`config.mk`:
```
export PLATFORM = sky130hd
export DESIGN_NAME = ram_march_bist
export DESIGN_NICKNAME = d
export VERILOG_FILES = /design/src/rtl/ram_march_bist.sv
export SDC_FILE = /design/constraint.sdc
export NUM_CORES = 1
export LEC_CHECK = 0
export ABC_AREA = 1
export CORE_MARGIN = 2
export CORE_UTILIZATION = 51
export DETAILED_ROUTE_END_ITERATION = 10
export HOLD_SLACK_MARGIN = 0.1
export PLACE_DENSITY = 0.8
export SYNTH_ARGS = -nofsm -noshare
export SYNTH_HDL_FRONTEND = slang
export SYNTH_SLANG_ARGS = --single-unit
export TNS_END_PERCENT = 1
```
`constraint.sdc`:
```
create_clock -name clk -period 2.39 [get_ports clk]
set_input_delay 0.3585 -clock clk [delete_from_list [all_inputs] [get_ports clk]]
set_output_delay 0.3585 -clock clk [all_outputs]
set_load 0.05 [all_outputs]
```
`src/rtl/ram_march_bist.sv`:
```
// March-test BIST initiator for a single-port registered-read RAM.
// Runs W(P) up, R(P)W(~P) up, R(~P)W(P) down, R(P) down and records mismatches.
module ram_march_bist #(
  parameter int DATA_W = 8,
  parameter int ADDR_W = 4,
  parameter int ERR_W  = 8
) (
  input  logic              clk,
  input  logic              rst_n,
  input  logic              start,
  input  logic [DATA_W-1:0] pattern,
  output logic              ram_we,
  output logic [ADDR_W-1:0] ram_addr,
  output logic [DATA_W-1:0] ram_din,
  input  logic [DATA_W-1:0] ram_dout,
  output logic              busy,
  output logic              done,
  output logic              pass,
  output logic [ERR_W-1:0]  err_count,
  output logic [ADDR_W-1:0] first_err_addr,
  output logic [DATA_W-1:0] first_err_data
);

  localparam logic [ADDR_W-1:0] ADDR_MAX = '1;
  localparam logic [ERR_W-1:0]  ERR_MAX  = '1;

  typedef enum logic [3:0] {
    S_IDLE,
    S_M0_W,
    S_M1_R,
    S_M1_W,
    S_M2_R,
    S_M2_W,
    S_M3_R,
    S_M3_C,
    S_DONE
  } state_t;

  state_t            state_q, state_d;
  logic [ADDR_W-1:0] addr_q, addr_d;
  logic [DATA_W-1:0] pat_q, pat_d;
  logic              we_q, we_d;
  logic [DATA_W-1:0] din_q, din_d;
  logic              busy_q, busy_d;
  logic              done_q, done_d;
  logic              pass_q, pass_d;
  logic [ERR_W-1:0]  err_q, err_d;
  logic [ADDR_W-1:0] ferr_addr_q, ferr_addr_d;
  logic [DATA_W-1:0] ferr_data_q, ferr_data_d;

  logic              cmp_en;
  logic [DATA_W-1:0] cmp_exp;
  logic              mismatch;

  always_comb begin
    state_d     = state_q;
    addr_d      = addr_q;
    pat_d       = pat_q;
    done_d      = done_q;
    pass_d      = pass_q;
    err_d       = err_q;
    ferr_addr_d = ferr_addr_q;
    ferr_data_d = ferr_data_q;
    cmp_en      = 1'b0;
    cmp_exp     = '0;

    case (state_q)
      S_IDLE, S_DONE: begin
        if (start) begin
          state_d     = S_M0_W;
          addr_d      = '0;
          pat_d       = pattern;
          done_d      = 1'b0;
          pass_d      = 1'b0;
          err_d       = '0;
          ferr_addr_d = '0;
          ferr_data_d = '0;
        end
      end
      S_M0_W: begin
        if (addr_q == ADDR_MAX) begin
          state_d = S_M1_R;
          addr_d  = '0;
        end else begin
          addr_d = addr_q + 1'b1;
        end
      end
      S_M1_R: state_d = S_M1_W;
      S_M1_W: begin
        cmp_en  = 1'b1;
        cmp_exp = pat_q;
        if (addr_q == ADDR_MAX) begin
          state_d = S_M2_R;
          addr_d  = ADDR_MAX;
        end else begin
          state_d = S_M1_R;
          addr_d  = addr_q + 1'b1;
        end
      end
      S_M2_R: state_d = S_M2_W;
      S_M2_W: begin
        cmp_en  = 1'b1;
        cmp_exp = ~pat_q;
        if (addr_q == '0) begin
          state_d = S_M3_R;
          addr_d  = ADDR_MAX;
        end else begin
          state_d = S_M2_R;
          addr_d  = addr_q - 1'b1;
        end
      end
      S_M3_R: state_d = S_M3_C;
      S_M3_C: begin
        cmp_en  = 1'b1;
        cmp_exp = pat_q;
        if (addr_q == '0) begin
          state_d = S_DONE;
        end else begin
          state_d = S_M3_R;
          addr_d  = addr_q - 1'b1;
        end
      end
      default: begin
        state_d = S_IDLE;
        addr_d  = '0;
      end
    endcase

    // ram_dout here is the word fetched by the preceding read cycle
    mismatch = cmp_en && (ram_dout != cmp_exp);
    if (mismatch) begin
      if (err_q != ERR_MAX) begin
        err_d = err_q + 1'b1;
      end
      if (err_q == '0) begin
        ferr_addr_d = addr_q;
        ferr_data_d = ram_dout;
      end
    end

    if (state_q == S_M3_C && addr_q == '0) begin
      done_d = 1'b1;
      pass_d = (err_d == '0);
    end

    busy_d = (state_d != S_IDLE) && (state_d != S_DONE);
    we_d   = (state_d == S_M0_W) || (state_d == S_M1_W) || (state_d == S_M2_W);
    case (state_d)
      S_M0_W, S_M2_W: din_d = pat_d;
      S_M1_W:         din_d = ~pat_d;
      default:        din_d = '0;
    endcase
  end

  always_ff @(posedge clk) begin
    if (!rst_n) begin
      state_q     <= S_IDLE;
      addr_q      <= '0;
      pat_q       <= '0;
      we_q        <= 1'b0;
      din_q       <= '0;
      busy_q      <= 1'b0;
      done_q      <= 1'b0;
      pass_q      <= 1'b0;
      err_q       <= '0;
      ferr_addr_q <= '0;
      ferr_data_q <= '0;
    end else begin
      state_q     <= state_d;
      addr_q      <= addr_d;
      pat_q       <= pat_d;
      we_q        <= we_d;
      din_q       <= din_d;
      busy_q      <= busy_d;
      done_q      <= done_d;
      pass_q      <= pass_d;
      err_q       <= err_d;
      ferr_addr_q <= ferr_addr_d;
      ferr_data_q <= ferr_data_d;
    end
  end

  assign ram_we         = we_q;
  assign ram_addr       = addr_q;
  assign ram_din        = din_q;
  assign busy           = busy_q;
  assign done           = done_q;
  assign pass           = pass_q;
  assign err_count      = err_q;
  assign first_err_addr = ferr_addr_q;
  assign first_err_data = ferr_data_q;

endmodule

```
==> results.sh <==
export IMPL_hold_buffers=0
export IMPL_drc=0
export IMPL_start_kind="flip-flop"
export IMPL_design_core_area_sq_um=4820
export IMPL_rsz0062_at_grt="false"
export IMPL_fillers=448
export IMPL_ys_warn_count=0
export IMPL_muxShareOfSynthArea_pct=0
export IMPL_yosysTopAreaCell="dfxtp_1"
export IMPL_setup_viol_count_final=0
export IMPL_cp_required_ns=2.63
export IMPL_place_gp_congestion=0.965
export IMPL_synth_flop_cell="dfxtp_1"
export IMPL_cap_violations=0
export IMPL_min_from="done"
export IMPL_diodes=0
export IMPL_cp_cell_sequence="nand3_1, inv_2, nand2_1, nand2_1, nand2_1, nand2_1, nand2_1, nor2_1, nand2_2, nand2_4, nand2_1, o21ai_1, nand2_1, nor2_1, nand2_1, a21oi_1"
export IMPL_utilization_pct=68.9
export IMPL_clockBufferDepth=2
export IMPL_intPower_mw=1.24
export IMPL_worstPathArrival_ns=2.32
export IMPL_status="completed"
export IMPL_power_frac_comb_pct=15.8
export IMPL_grt_pass1_wl_microns=10600
export IMPL_ir_drop_mv=0.388
export IMPL_hold_viol=0
export IMPL_clockRootBuffer="clkbuf_8"
export IMPL_synth_top_family_by_area="simple AND/OR/NAND/NOR gates"
export IMPL_ys_seq_area_share_pct=37.1
export IMPL_r2r_start="state_q[1]"
export IMPL_crit_type="flip-flop to flip-flop"
export IMPL_synth_compound_area_share_pct=15.1
export IMPL_yosys_area_share_xor_xnor_pct=2.36
export IMPL_maxSlewViolCount=0
export IMPL_rows=25
export IMPL_synth_simple_area_share_pct=33.7
export IMPL_p_sw_mw=0.462
export IMPL_antenna_found_initial=0
export IMPL_synth_cells=396
export IMPL_synth_edf_count=0
export IMPL_final_cell_mix="102 x nand2_1, 54 x clkdlybuf4s50_1, 50 x nor2_1"
export IMPL_fp_dieArea_sq_um=5670
export IMPL_final_common_cell="nand2_1"
export IMPL_grt_overflow=0
export IMPL_cts_buffers=5
export IMPL_start_util_pct=53.8
export IMPL_layout_drive_gt1_share_pct=5.33
export IMPL_power_frac_clock_pct=34.5
export IMPL_p_per_area_nw_per_um2=512
export IMPL_syn_to_final_growth_pct=28.0
export IMPL_cpLargestDelayFamily="simple AND/OR/NAND/NOR gates"
export IMPL_p_leak_nw=1.46
export IMPL_synth_avg_cell_area_sq_um=6.55
export IMPL_die_h_microns=75.3
export IMPL_layout_setup_ws_ns=0.306
export IMPL_synthAdderAreaFrac_pct=1.93
export IMPL_clkTransAtPathRegs_ns=0.09
export IMPL_worst_slew_pin_slew_ns=0.538
export IMPL_layout_nets=472
export IMPL_portBuffers=54
export IMPL_cp_max_fo=11
export IMPL_clock_latency_ns=0.30
export IMPL_setup_tns_ns=0
export IMPL_critical_path_slowest_cell="dfxtp_2"
export IMPL_drtPass1Iterations=5
export IMPL_worst_path_buf_inv=1
export IMPL_critPathCaptureType="flip-flop"
export IMPL_switching_share_pct=27.2
export IMPL_wirelength_microns=6280
export IMPL_grt_max_degree=40
export IMPL_cts_htree_levels=2
export IMPL_routedWlPerCell_microns=12.2
export IMPL_cp_common_cell="nand2_1"
export IMPL_synth_area_leaders="dfxtp_1 37%, nand2_1 15%, nor2_1 7.2%"
export IMPL_seqPwrFrac_pct=49.8
export IMPL_netlist_area_sq_um=2590
export IMPL_die_w_microns=75.3
export IMPL_ant_nets=0
export IMPL_vias=2672
export IMPL_fin_crit_ns=2.08
export IMPL_drt_initial_drc_count=255
export IMPL_hp_class="flip-flop to flip-flop"
export IMPL_vias_per_cell=5.17
export IMPL_yosysUniqueCellTypes=31
export IMPL_clock_fmax_mhz=480
export IMPL_io_pins=55
export IMPL_period_share_pct=87.2
export IMPL_worst_clock_skew_ns=0.00536
export IMPL_dp_hpwl_microns=4710
export IMPL_cts_tree="yes"
export IMPL_grt_usage_pct=23.8
export IMPL_max_slew_margin_pct=64.0
export IMPL_postCtsSetupBuffers=0
export IMPL_synth_top_cell_area_share_pct=37.1
export IMPL_pre_cts_ws_ns=0.140
export IMPL_ys_seq_elements=48
export IMPL_async_reset_ff_share_pct=0
export IMPL_grt_pass1_vias=2415
export IMPL_holdWs_ns=0.474
export IMPL_syn_nets=419
export IMPL_p_total_mw=1.70
export IMPL_critPathMaxStageDelay_ns=0.45
export IMPL_clock_sinks=48
export IMPL_critPathLaunch="state_q[1]"
-- state kept, by name, indices dropped and copies added (netlist names) --
register / cells
done: 1
ram_we: 1
ram_din: 8
busy: 1
first_err_data: 8
first_err_addr: 4
ram_addr: 4
err_count: 8
pat_q: 8
state_q: 4
pass: 1
-- synthesized netlist by cell type, types with 2 or more instances --
| master | n |
|---|---|
| a211oi_1 | 14 |
| a21oi_1 | 18 |
| a31oi_1 | 2 |
| buf_2 | 2 |
| buf_4 | 2 |
| clkbuf_1 | 9 |
| dfxtp_1 | 48 |
| ha_1 | 4 |
| inv_1 | 45 |
| inv_2 | 2 |
| nand2_1 | 102 |
| nand2_2 | 2 |
| nand3_1 | 34 |
| nand3b_1 | 6 |
| nor2_1 | 50 |
| nor3_1 | 6 |
| o211ai_1 | 2 |
| o21ai_0 | 28 |
| o21ai_1 | 3 |
| xnor2_1 | 3 |
| xor2_1 | 4 |
-- path summary, 6_finish.rpt --
kind                            endpoint  slack (ns)  cells past startpoint
worst max-delay path                pass        0.31                     16
worst max register to register      pass        0.31                     16
worst min-delay path                done        0.47                      2
worst min register to register      done        0.47                      2
-- power by group through the flow --
stage	registers, mW	clock network [mW]	logic, mW
global route	0.849	0.631	0.291
floorplan	0.920	0	0.110
CTS	0.845	0.597	0.268
detailed placement	0.864	0	0.265
global placement	0.863	0	0.265
finish	0.845	0.586	0.268
-- worst register-to-register path, cell delays in order, from the launching register on --
cell     delay [ns]
dfxtp_2        0.45
nand3_1        0.16
inv_2          0.14
nand2_1        0.09
nand2_1        0.06
nand2_1        0.04
nand2_1        0.05
nand2_1        0.06
nor2_1         0.13
nand2_2        0.13
nand2_4        0.15
nand2_1        0.08
o21ai_1        0.11
nand2_1        0.07
nor2_1         0.13
nand2_1        0.06
a21oi_1        0.12
-- final cells by class --
cell class	instances	area, sq um	share of cell area [%]
clock buffer	5	68.8	2.07
clock inverter	3	42.5	1.28
inverter	48	180	5.43
multi-input combinational	285	1390	41.8
sequential	48	963	29.0
tap	67	83.8	2.53
timing repair buffer	61	593	17.9
-- timing repair --
action | in CTS | in global routing
setup endpoints to repair | 0 | 3
hold endpoints to repair | 0 | 0
gates resized for setup | 0 | 4
-- per-layer routing --
metal | routed length, microns | track usage [%]
met5 | 0 | 0
met4 | 69 | 6.43
met3 | 306 | 4.23
met2 | 2920 | 39.7
met1 | 2990 | 31.8
-- per-stage QoR --
| step | cell area, sq um | std cells |
|---|---|---|
| after floorplan | 2590 | 396 |
| after global placement | 3200 | 509 |
| after detailed placement | 3200 | 509 |
| after CTS | 3310 | 517 |
| after global routing | 3320 | 517 |
| final | 3320 | 517 |
-- cells by family (layout without fill, tap and decap cells) --
kind of cell,count (synthesis),count (layout)
simple gates,205,205
xor+xnor,7,7
compound gates,69,69
fa+ha+maj,4,4
flops,48,48
buf+inv,63,117
(Power assumes the default switching activity.)
==> RTL edit (same settings) <==
Encoding of `state_t`: now Gray code (4 bits for 9 states).
--- a/src/rtl/ram_march_bist.sv
+++ b/src/rtl/ram_march_bist.sv
@@ -26,13 +26,13 @@
 
   typedef enum logic [3:0] {
-    S_IDLE,
-    S_M0_W,
-    S_M1_R,
-    S_M1_W,
-    S_M2_R,
-    S_M2_W,
-    S_M3_R,
-    S_M3_C,
-    S_DONE
+    S_IDLE = 4'b0000,
+    S_M0_W = 4'b0001,
+    S_M1_R = 4'b0011,
+    S_M1_W = 4'b0010,
+    S_M2_R = 4'b0110,
+    S_M2_W = 4'b0111,
+    S_M3_R = 4'b0101,
+    S_M3_C = 4'b0100,
+    S_DONE = 4'b1100
   } state_t;
 
Formal check against the unedited RTL: same outputs for any inputs over 10 cycles, from zero or initial values and one cycle with rst_n low; not proved beyond that.
==> RTL edit against the original RTL <==
  * Clock power decreased by 14%
  * Cell count increased by 6.6%
  * Synthesized area increased by 5.8%
  * Sequential cell count unchanged
  * Clock skew increased by 0.00066 ns
  * Critical path depth unchanged
  * Routed wire length increased by 5.6%
  * Setup slack got worse by 0.14 ns
  * Via count increased by 6.7%
  * Design area increased by 7.0%
  * Worst hold slack got worse by 0.0038 ns
  * Total power decreased by 3.0%
==> RTL edit: results (changes against the original RTL) <==
The tools report the placer congestion estimate as 0.9866 (+2.2%). By area the synthesized netlist is led by dfxtp_1 35%, nand2_1 15%, nor2_1 9.4%. The H-tree depth is 2 (unchanged), and the post-placement setup slack is 0.07432 ns (-0.06535 ns). The share of post-route cells with drive strength above 1 is 12.27% (+6.9 points), and the number of DRC markers in iteration 0 is 229 (-10%).

The first-pass GRT wire length was 11050 um (+4.3%); the largest fanout on the critical path was 24 (+13). The aggregate global-route resource usage is 22.68% (-1.1 points), and the pin count of the biggest net entering global routing is 26 (-35%). The logs give 0.3551 mV (-8.4%) for the largest vdd supply drop and 503 (+6.6%) for the number of nets in the finished design. The run gives 478 (+6.7%) as the layout filler cell count. For the detailed-routing iteration count for the pre-antenna-repair pass, the log shows 6 (+1). After clock tree synthesis, the clock-pin slew on the worst setup and hold paths is 0.08 ns.

The post-synthesis xor/xnor area fraction works out to 1.597% (-0.77 points). For the via count of the first global-routing pass, the log shows 2500 (+3.5%). The number of distinct library cells after synthesis came out at 32 (+3.2%). The CTS buffer count is 5 (unchanged), and the number of warning messages in the yosys log is 0 (unchanged). The deepest clock path buffer count came out at 2 (unchanged). The slew at the pin closest to its max-slew limit came out at 0.5145 ns (-0.02323 ns).

The tree is rooted in a clkbuf_8. The most used flip-flop cell after synthesis is dfxtp_1. The wire length reported by the detailed router was 6634 um (+5.6%); the critical path arrival was 2.45 ns (+0.13 ns).

The mux contribution to synthesized area works out to 0% (unchanged). The run gives 4933 um (+4.7%) as the estimated wirelength of the detail-placed design. By count the netlist is led by 112 x nand2_1, 69 x nor2_1, 48 x dfxtp_1, 48 x inv_1, 31 x nand3_1. The initial antenna violation count was 0 (unchanged); the fraction of registers with async set/reset was 0% (unchanged).

The share of the yosys chip area belonging to registers is 35.04% (-2.0 points), and the total nets after synthesis is 439 (+4.8%). The run gives 1.610 nW (+10%) as the leakage power summed over all cells. The clock latency at the later pin of the worst-skew pair is 0.31 ns, and the post-synthesis compound-gate area fraction is 14.14% (-0.96 points). The flow ran to the end, and the final reports show no timing, DRC or antenna violations.

The adder-cell area share of the yosys netlist is 1.825% (-0.11 points), and the number of antenna repair diodes is 0 (unchanged). The count of buffers inserted at the top-level ports came out at 54 (unchanged). The run gives 0.006013 ns (+0.0006561 ns) as the clock tree skew after final layout. The dominant combinational cell family by area after synthesis was simple AND/OR/NAND/NOR gates. The detailed-route vias per instance was 5.176 (+0.15%). The min-delay analysis places its worst path in the category reg -> reg.
[RTL edit: changes by cell type after synthesis, sizes merged, moves of 2 or more]
cell | before | now
a211oi | 14 | 12
a21oi | 18 | 21
a31oi | 2 | 0
buf | 6 | 3
inv | 47 | 55
nand2 | 104 | 117
nand3 | 34 | 31
nand3b | 6 | 2
nand4 | 1 | 4
nor2 | 52 | 76
nor3 | 6 | 4
o21ai | 31 | 17
xnor2 | 3 | 1
[RTL edit: kinds of logic (layout without fill, tap and decap cells)]
kind of cell,after synthesis,count (layout)
AO/OA/AOI/OAI,56,56
XOR/XNOR,5,5
adder cells (fa/ha/maj),4,4
flip-flops,48,48
buffers and inverters,66,131
AND/OR/NAND/NOR,237,237
[RTL edit: cell type report]
cell class                      count  area share [%]
Clock buffer                        7           2.431
Clock inverter                      1          0.2114
Inverter                           55           5.814
Sequential cell                    48           27.13
Multi-Input combinational cell    302           43.06
Timing Repair Buffer               68           18.89
Tap cell                           70           2.467
[RTL edit: worst max-delay path, cell delays in order (launching register included)]
cell and delay (ns):
dfxtp_1 0.41, inv_2 0.05, nor2_1 0.15, nand2_2 0.15, buf_4 0.17, nand3_1 0.08, nand3_1 0.09, nand2_1 0.09
nand2_1 0.07, nor2_2 0.15, nand2_4 0.10, nand2_4 0.12, inv_2 0.07, nand4_4 0.07, buf_12 0.18, nor2_1 0.06
a211oi_2 0.14
[RTL edit: path summary, 6_finish.rpt]
kind / from / end / slack, ns / cells past startpoint
min reg2reg: done$_SDFFE_PN0P_ / done$_SDFFE_PN0P_ / 0.47 / 2
max reg2reg: state_q[1]$_SDFF_PN0_ / first_err_data[1]$_SDFF_PN0_ / 0.16 / 16
min: done$_SDFFE_PN0P_ / done$_SDFFE_PN0P_ / 0.47 / 2
max: state_q[1]$_SDFF_PN0_ / first_err_data[1]$_SDFF_PN0_ / 0.16 / 16
[RTL edit: power breakdown]
group          total [W]  switching [W]  internal, W
Clock           0.000506       0.000271     0.000235
Combinational   0.000301       0.000186     0.000115
Sequential      0.000841      0.0000139     0.000827
Total            0.00165       0.000471      0.00118
[RTL edit: metal layers]
metal | GRT usage, % | vias up | routed length, um
met5 | 0 | - | 0
met4 | 9.286 | 0 | 167
met3 | 4.651 | 22 | 461
met2 | 38.09 | 132 | 3050
met1 | 28.38 | 1248 | 2954
li1 | - | 1450 | -
[RTL edit: what timing repair did]
action,in CTS,in global routing
gates resized for setup,0,5
buffers inserted,0,6
endpoints found under the setup margin,0,17
hold buffers,0,0
[RTL edit: per-stage QoR]
step	setup TNS [ns]	power, W	cell area, um2	cells
final	0	0.001648	3551	551
after global placement	0	0.001145	3396	537
after CTS	0	0.001650	3490	545
after detailed placement	0	0.001148	3396	537
after global routing	-0.01240	0.001735	3551	551
after floorplan	0	0.001048	2743	416
